==> src/rtl/serial_shift_out_if.sv <==
// serial_shift_out_if: controller <-> serial transmitter bundle.
// Carries s_lat only when SERIAL_SHIFT_LATCH_EN is defined.
interface serial_shift_out_if #(
    parameter int DATA_BITS = 16
);
    logic [DATA_BITS-1:0] data;
    logic                 start;
    logic                 busy;
    logic                 finish;
    logic                 s_clk;
    logic                 s_clr;
    logic                 s_dat;
`ifdef SERIAL_SHIFT_LATCH_EN
    logic                 s_lat;
    modport master (output data, start, input busy, finish, s_clk, s_clr, s_dat, s_lat);
    modport slave (input data, start, output busy, finish, s_clk, s_clr, s_dat, s_lat);
`else
    modport master (output data, start, input busy, finish, s_clk, s_clr, s_dat);
    modport slave (input data, start, output busy, finish, s_clk, s_clr, s_dat);
`endif
endinterface

==> src/rtl/serial_shift_out.sv <==
// serial_shift_out: parallel-to-serial transmitter for 74HC164-style shift chains.
// SERIAL_SHIFT_LATCH_EN adds a 74HC595-style s_lat phase after the last bit.
module serial_shift_out #(
    parameter int P_CLK_FREQ  = 100,
    parameter int S_CLK_FREQ  = 20,
    parameter int DATA_BITS   = 16,
    parameter int CODE_ENDIAN = 1
) (
    input  logic              clk,
    input  logic              rst,
    serial_shift_out_if.slave bus
);
    localparam int H_RAW = (P_CLK_FREQ + 2 * S_CLK_FREQ - 1) / (2 * S_CLK_FREQ);
    localparam int H     = H_RAW < 1 ? 1 : H_RAW;
    localparam int CW    = $clog2(2 * H + 1);
    localparam int BW    = $clog2(DATA_BITS + 1);
    localparam logic [CW-1:0] L_H  = CW'(H);
    localparam logic [CW-1:0] L_HM = CW'(H - 1);
    localparam logic [CW-1:0] L_PM = CW'(2 * H - 1);

`ifdef SERIAL_SHIFT_LATCH_EN
    typedef enum logic [2:0] {IDLE, CLEAR, SHIFT, LATCH, DONE} state_t;
    logic r_slat, w_slat;
`else
    typedef enum logic [1:0] {IDLE, CLEAR, SHIFT, DONE} state_t;
`endif

    state_t               r_state, w_state;
    logic [CW-1:0]        r_cnt, w_cnt;
    logic [BW-1:0]        r_bits, w_bits;
    logic [DATA_BITS-1:0] r_sh, w_sh;
    logic                 r_busy, r_finish, r_sclk, r_sclr, r_sdat;
    logic                 w_busy, w_finish, w_sclk, w_sclr, w_sdat, w_head;

    // Outputs are derived from the next state so they leave the flops aligned with it.
    always_comb begin
        w_state = r_state;
        w_cnt   = r_cnt + CW'(1);
        w_bits  = r_bits;
        w_sh    = r_sh;
        case (r_state)
            IDLE: begin
                w_cnt = '0;
                if (bus.start) begin
                    w_state = CLEAR;
                    w_sh    = bus.data;
                    w_bits  = BW'(DATA_BITS);
                end
            end
            CLEAR: begin
                if (r_cnt == L_HM) begin
                    w_state = SHIFT;
                    w_cnt   = '0;
                end
            end
            SHIFT: begin
                if (r_cnt == L_PM) begin
                    w_cnt  = '0;
                    w_sh   = CODE_ENDIAN != 0 ? r_sh << 1 : r_sh >> 1;
                    w_bits = r_bits - BW'(1);
`ifdef SERIAL_SHIFT_LATCH_EN
                    if (r_bits == BW'(1)) w_state = LATCH;
`else
                    if (r_bits == BW'(1)) w_state = DONE;
`endif
                end
            end
`ifdef SERIAL_SHIFT_LATCH_EN
            LATCH: begin
                if (r_cnt == L_HM) begin
                    w_state = DONE;
                    w_cnt   = '0;
                end
            end
`endif
            default: begin
                w_state = IDLE;
                w_cnt   = '0;
            end
        endcase
        w_head   = CODE_ENDIAN != 0 ? w_sh[DATA_BITS-1] : w_sh[0];
        w_busy   = w_state == CLEAR || w_state == SHIFT;
        w_finish = w_state == DONE;
        w_sclk   = w_state == SHIFT && w_cnt >= L_H;
        w_sclr   = w_state == CLEAR;
        w_sdat   = w_state == SHIFT && w_head;
`ifdef SERIAL_SHIFT_LATCH_EN
        w_slat   = w_state == LATCH;
        w_busy   = w_busy || w_slat;
`endif
    end

    always_ff @(posedge clk) begin
        if (rst) begin
            r_state  <= IDLE;
            r_cnt    <= '0;
            r_bits   <= '0;
            r_sh     <= '0;
            r_busy   <= 1'b0;
            r_finish <= 1'b0;
            r_sclk   <= 1'b0;
            r_sclr   <= 1'b0;
            r_sdat   <= 1'b0;
`ifdef SERIAL_SHIFT_LATCH_EN
            r_slat   <= 1'b0;
`endif
        end else begin
            r_state  <= w_state;
            r_cnt    <= w_cnt;
            r_bits   <= w_bits;
            r_sh     <= w_sh;
            r_busy   <= w_busy;
            r_finish <= w_finish;
            r_sclk   <= w_sclk;
            r_sclr   <= w_sclr;
            r_sdat   <= w_sdat;
`ifdef SERIAL_SHIFT_LATCH_EN
            r_slat   <= w_slat;
`endif
        end
    end

    assign bus.busy   = r_busy;
    assign bus.finish = r_finish;
    assign bus.s_clk  = r_sclk;
    assign bus.s_clr  = r_sclr;
    assign bus.s_dat  = r_sdat;
`ifdef SERIAL_SHIFT_LATCH_EN
    assign bus.s_lat  = r_slat;
`endif
endmodule

==> src/flat_wrapper.sv <==
// flat-port wrapper written by rule: the top's interface ports become plain ports
module serial_shift_out_flat 
#(
    parameter int P_CLK_FREQ  = 100,
    parameter int S_CLK_FREQ  = 20,
    parameter int DATA_BITS   = 16,
    parameter int CODE_ENDIAN = 1
)
  (clk, rst, bus_data, bus_start, bus_busy, bus_finish, bus_s_clk, bus_s_clr, bus_s_dat);
  serial_shift_out_if #(.DATA_BITS(DATA_BITS)) bus_i ();
  input  logic clk;
  input  logic rst;
  input wire logic [$bits(bus_i.data)-1:0] bus_data;
  input wire logic [$bits(bus_i.start)-1:0] bus_start;
  output wire logic [$bits(bus_i.busy)-1:0] bus_busy;
  output wire logic [$bits(bus_i.finish)-1:0] bus_finish;
  output wire logic [$bits(bus_i.s_clk)-1:0] bus_s_clk;
  output wire logic [$bits(bus_i.s_clr)-1:0] bus_s_clr;
  output wire logic [$bits(bus_i.s_dat)-1:0] bus_s_dat;
  assign bus_i.data = bus_data;
  assign bus_i.start = bus_start;
  assign bus_busy = bus_i.busy;
  assign bus_finish = bus_i.finish;
  assign bus_s_clk = bus_i.s_clk;
  assign bus_s_clr = bus_i.s_clr;
  assign bus_s_dat = bus_i.s_dat;
  serial_shift_out #(.P_CLK_FREQ(P_CLK_FREQ), .S_CLK_FREQ(S_CLK_FREQ), .DATA_BITS(DATA_BITS), .CODE_ENDIAN(CODE_ENDIAN)) u_core (.clk(clk), .rst(rst), .bus(bus_i));
endmodule
==> config.mk <==
export PLATFORM = sky130hd
export DESIGN_NAME = serial_shift_out_flat
export DESIGN_NICKNAME = d
export VERILOG_FILES = /design/src/rtl/serial_shift_out_if.sv /design/src/rtl/serial_shift_out.sv /design/src/flat_wrapper.sv
export SDC_FILE = /design/constraint.sdc
export NUM_CORES = 1
export LEC_CHECK = 0
export CAP_MARGIN = 20
export CORE_MARGIN = 1.5
export CORE_UTILIZATION = 56
export CTS_CLUSTER_DIAMETER = 50
export DETAILED_ROUTE_END_ITERATION = 8
export PLACE_DENSITY_LB_ADDON = 0.25
export SYNTH_ARGS = -nofsm -noshare
export SYNTH_HDL_FRONTEND = slang
export SYNTH_SLANG_ARGS = --single-unit
export TNS_END_PERCENT = 1
==> constraint.sdc <==
create_clock -name clk -period 2.64 [get_ports clk]
set_clock_uncertainty 0.05 [all_clocks]
set_input_delay 0.528 -clock clk [delete_from_list [all_inputs] [get_ports clk]]
set_output_delay 0.528 -clock clk [all_outputs]
set_load 0.01 [all_outputs]
==> impl_summary.md <==
Outcome
The run finished with clean final reports.

Placement
The worst setup slack before clock tree synthesis is 0.250 ns. Port buffering added 23 buffers. At the end of routability-driven placement, the weighted congestion stood at 0.911.

The detailed placement HPWL is 2080 um.

Logic synthesis
The area of the mapped netlist is 1510 sq um. The per-instance average area after synthesis is 8.94 sq um. Of the total synthesized cell area, the portion taken by AND, OR, NAND and NOR gates is 0.183. The area fraction in compound gates after synthesis is 0.241. The number of different library cells in the post-synthesis netlist is 37.

Ranked by total cell area, the synthesized netlist is headed by sky130_fd_sc_hd__dfxtp_1, sky130_fd_sc_hd__ha_1, sky130_fd_sc_hd__a221oi_1, sky130_fd_sc_hd__o21ai_0, sky130_fd_sc_hd__nor2_1. The gate count of the mapped netlist is 169. The multiplexer area fraction after synthesis is 0.00911.

The share of the Yosys chip area taken by registers is 0.411. By area, the combinational part of the netlist is dominated by compound AO/OA/AOI/OAI gates. Synthesis inferred 31 register bits. The Yosys step of the flow raised 0 warnings. Counting instances in the post-synthesis netlist gives the leading cell types as sky130_fd_sc_hd__dfxtp_1, sky130_fd_sc_hd__nor2_1, sky130_fd_sc_hd__o21ai_0. The arithmetic-cell share of the synthesized area counting full adders, half adders and majority gates is 0.0829. The library cell occupying the most area in the post-synthesis netlist is sky130_fd_sc_hd__dfxtp_1. Yosys instantiated no cell more often than sky130_fd_sc_hd__dfxtp_1. Counting flops with a built-in enable in the synthesized netlist gives 0. The xor and xnor area share after synthesis is 0.00580. The net count after synthesis is 198.

The share of synthesized area in the top cell type comes to 0.411. Of all flip-flops after synthesis, the portion carrying an async set or reset was 0. In the synthesized netlist the dominant register cell turns out to be sky130_fd_sc_hd__dfxtp_1.

Hold path
The worst hold path cell count is 2. In this run the worst hold path is classified as flop to flop.

Routing
The count of nets left with antenna violations once routing finished came out at 0. The final layout contains routed wiring with a total length of 3090 um. Dividing the detail-routed via count by the number of cells gives 5.82. In this run, the number of DRC markers left after iteration 0 of detailed routing was 43. The number of iterations in the first detailed-routing pass is 4. The residual DRC count is 0.

For this block, the via count after detailed routing is 1281. After detailed routing, the average wire length per cell comes to 14.0 um.

Final layout
In the final design database the tool counted 218 nets. The number of filler instances in the final layout is 202. The number of antenna diodes in the final layout is 0. In the final layout, the share of cells above drive strength 1 is 0.0842.

From synthesis to final layout, the design area changed by 19.1%.

GRT
The number of antenna violations at the first check in global routing came to 0. The via count of the first global-routing pass is 1150. Global routing finished with a remaining overflow of 0.

The maximum number of pins on one net before global-route repair is 23. For this run, the total global-route usage over all layers was measured as 0.238. The global-route wire length before repair is about 5100 um.

Power
The internal power summed over all cells is between 0.7 and 0.8 mW. Of the total power, combinational logic draws 0.168. In this run the power spent charging and discharging nets is 0.269 mW. VDD sags by at most 0.407 mV. Power spread over the standard cell area amounts to 561 nW/um^2. The sequential share of power is 0.515.

Of the total power, the share spent switching nets is 0.267. Of the total power, the clock network draws 0.317. The leakage power is 0.705 nW.

Timing
In the finished design, the share of the clock period the worst path needs comes to 0.932. At the pin with the least slew margin, the transition time is 0.997 ns. For the final routed database, the setup TNS stands at 0 ns. Setup violations remaining at the end of the flow were counted as 0.

The final hold violation count is 0. The worst pin sits at a relative slew slack of 0.333. Setup repair after global routing left no endpoint under its margin.

The maximum clock frequency is just over 0.4 GHz. The number of pins with negative max-slew slack in the final report came to 0. The final critical-path setup slack is 0.180 ns. The shortest clock period the worst path allows after layout is around 2.5 ns.

Run
Max-cap violations in this run came to 0.

Worst setup path
The worst-case reg-to-reg path depth is 6. The critical path startpoint category is a flop. The kind of capture point of the worst setup path is a flop.

Data arrives at the worst endpoint at 2.66 ns. At the worst endpoint, the required time is 2.84 ns. Of all nets on the critical path, the largest fanout is 15. The start-to-end type of the worst setup path is flop to flop.

Clock tree
The number of gates resized after CTS was 0. The hold buffer count at cts is 0. Clock-pin slew was measured on the worst setup and hold paths at ~0.10 ns.

TritonCTS built the clock tree. The number of buffers added by the clock tree synthesis step is 5. For the worst-skew pair, the clock arrives at the later sink with an insertion delay of 0.33 ns. The number of buffers inserted to repair setup after CTS is 0.

The clock sink count is 31. The clock passes through at most 2 buffers. The H-tree was split into 2 levels. The root buffer cell chosen for the clock tree is sky130_fd_sc_hd__clkbuf_4.

Floorplan
The area of the die is 3020 sq um. The starting density of the core is 0.599. The core region is about 2500 sq um. From bottom edge to top edge, the die measures ~55 um. The die is 54.9 um wide. The top-level port count is 24. The number of standard-cell rows in the floorplan is 18.
-- final timing paths --
check | start | to | slack [ns]
hold reg to reg | u_core.r_bits[3]$_SDFFE_PP0P_ | u_core.r_bits[3]$_SDFFE_PP0P_ | 0.43
setup / recovery | u_core.r_state[0]$_SDFF_PP0_ | u_core.bus.s_dat$_SDFF_PP0_ | 0.18
setup reg to reg | u_core.r_state[0]$_SDFF_PP0_ | u_core.bus.s_dat$_SDFF_PP0_ | 0.18
hold / removal | u_core.r_bits[3]$_SDFFE_PP0P_ | u_core.r_bits[3]$_SDFFE_PP0P_ | 0.43
-- power by group through the flow --
stage,sequential [mW],clock [mW],combinational [mW]
after floorplan,0.526,0,0.114
after global placement,0.528,0,0.163
after detailed placement,0.529,0,0.168
after CTS,0.519,0.326,0.169
after global routing,0.522,0.342,0.191
final,0.520,0.320,0.170
-- per-layer routing --
metal  share of wire  wire [um]  vias to the layer above  global-route usage
met4               0          0                        0              0.0650
met5               0          0                        -                   0
met2            0.45       1400                       35               0.345
met3           0.056        172                        0              0.0753
li1                -          -                      647                   -
met1            0.49       1520                      599               0.341
-- critical path, stage by stage (launching register included) --
cell,delay [ns]
sky130_fd_sc_hd__dfxtp_1,0.36
sky130_fd_sc_hd__inv_1,0.13
sky130_fd_sc_hd__ha_1,0.43
sky130_fd_sc_hd__inv_1,0.18
sky130_fd_sc_hd__nor2_1,0.80
sky130_fd_sc_hd__a222oi_1,0.22
sky130_fd_sc_hd__nor3b_1,0.22
-- area by class of cell --
type | count | area [sq um] | share of cell area
multi-input combinational | 117 | 788 | 0.438
sequential | 31 | 621 | 0.345
timing repair buffer | 25 | 245 | 0.136
clock buffer | 7 | 65.1 | 0.0362
tap | 30 | 37.5 | 0.0209
inverter | 9 | 33.8 | 0.0188
clock inverter | 1 | 7.51 | 0.00418
-- flip-flops by register name, summed over array words and instances, names as in the netlist --
name / count
u_core.r_state: 2
u_core.r_cnt: 3
u_core.bus.s_dat: 1
u_core.r_sh: 16
u_core.bus.s_clk: 1
u_core.bus.busy: 1
u_core.r_bits: 5
u_core.bus.finish: 1
u_core.bus.s_clr: 1
-- kinds of logic after synthesis --
kind of cell,Yosys count
buf+inv,21
flops,31
fa+ha+maj,10
simple gates,51
xor+xnor,1
mux,1
compound gates,54
-- stage by stage --
stage          instance area [sq um]  power [mW]   util  cells  hold WS (ns)
3_5_place_dp                    1730       0.697  0.684    212         0.407
4_1_cts                         1800        1.01  0.713    220         0.428
6_report                        1800        1.01  0.713    220         0.434
5_1_grt                         1800        1.05  0.713    220         0.458
3_3_place_gp                    1730       0.691  0.684    212         0.394
2_1_floorplan                   1510       0.640      -    169         0.382
-- layout by cell type, fill, tap and decap left out, drive strengths merged, types with 2 or more instances in the layout --
master         instances
nand2                  6
or3b                   2
buf                    2
dfxtp                 31
nand3                  2
o41ai                  2
nor2                  19
nor3b                  3
nor2b                  4
ha                    10
clkbuf                 7
clkdlybuf4s50         23
nand2b                 3
nand3b                 3
inv                    9
a21oi                 14
a221oi                14
and2                   2
nor3                   2
o21ai                 17
or3                    2
(Power assumes the default switching activity.)
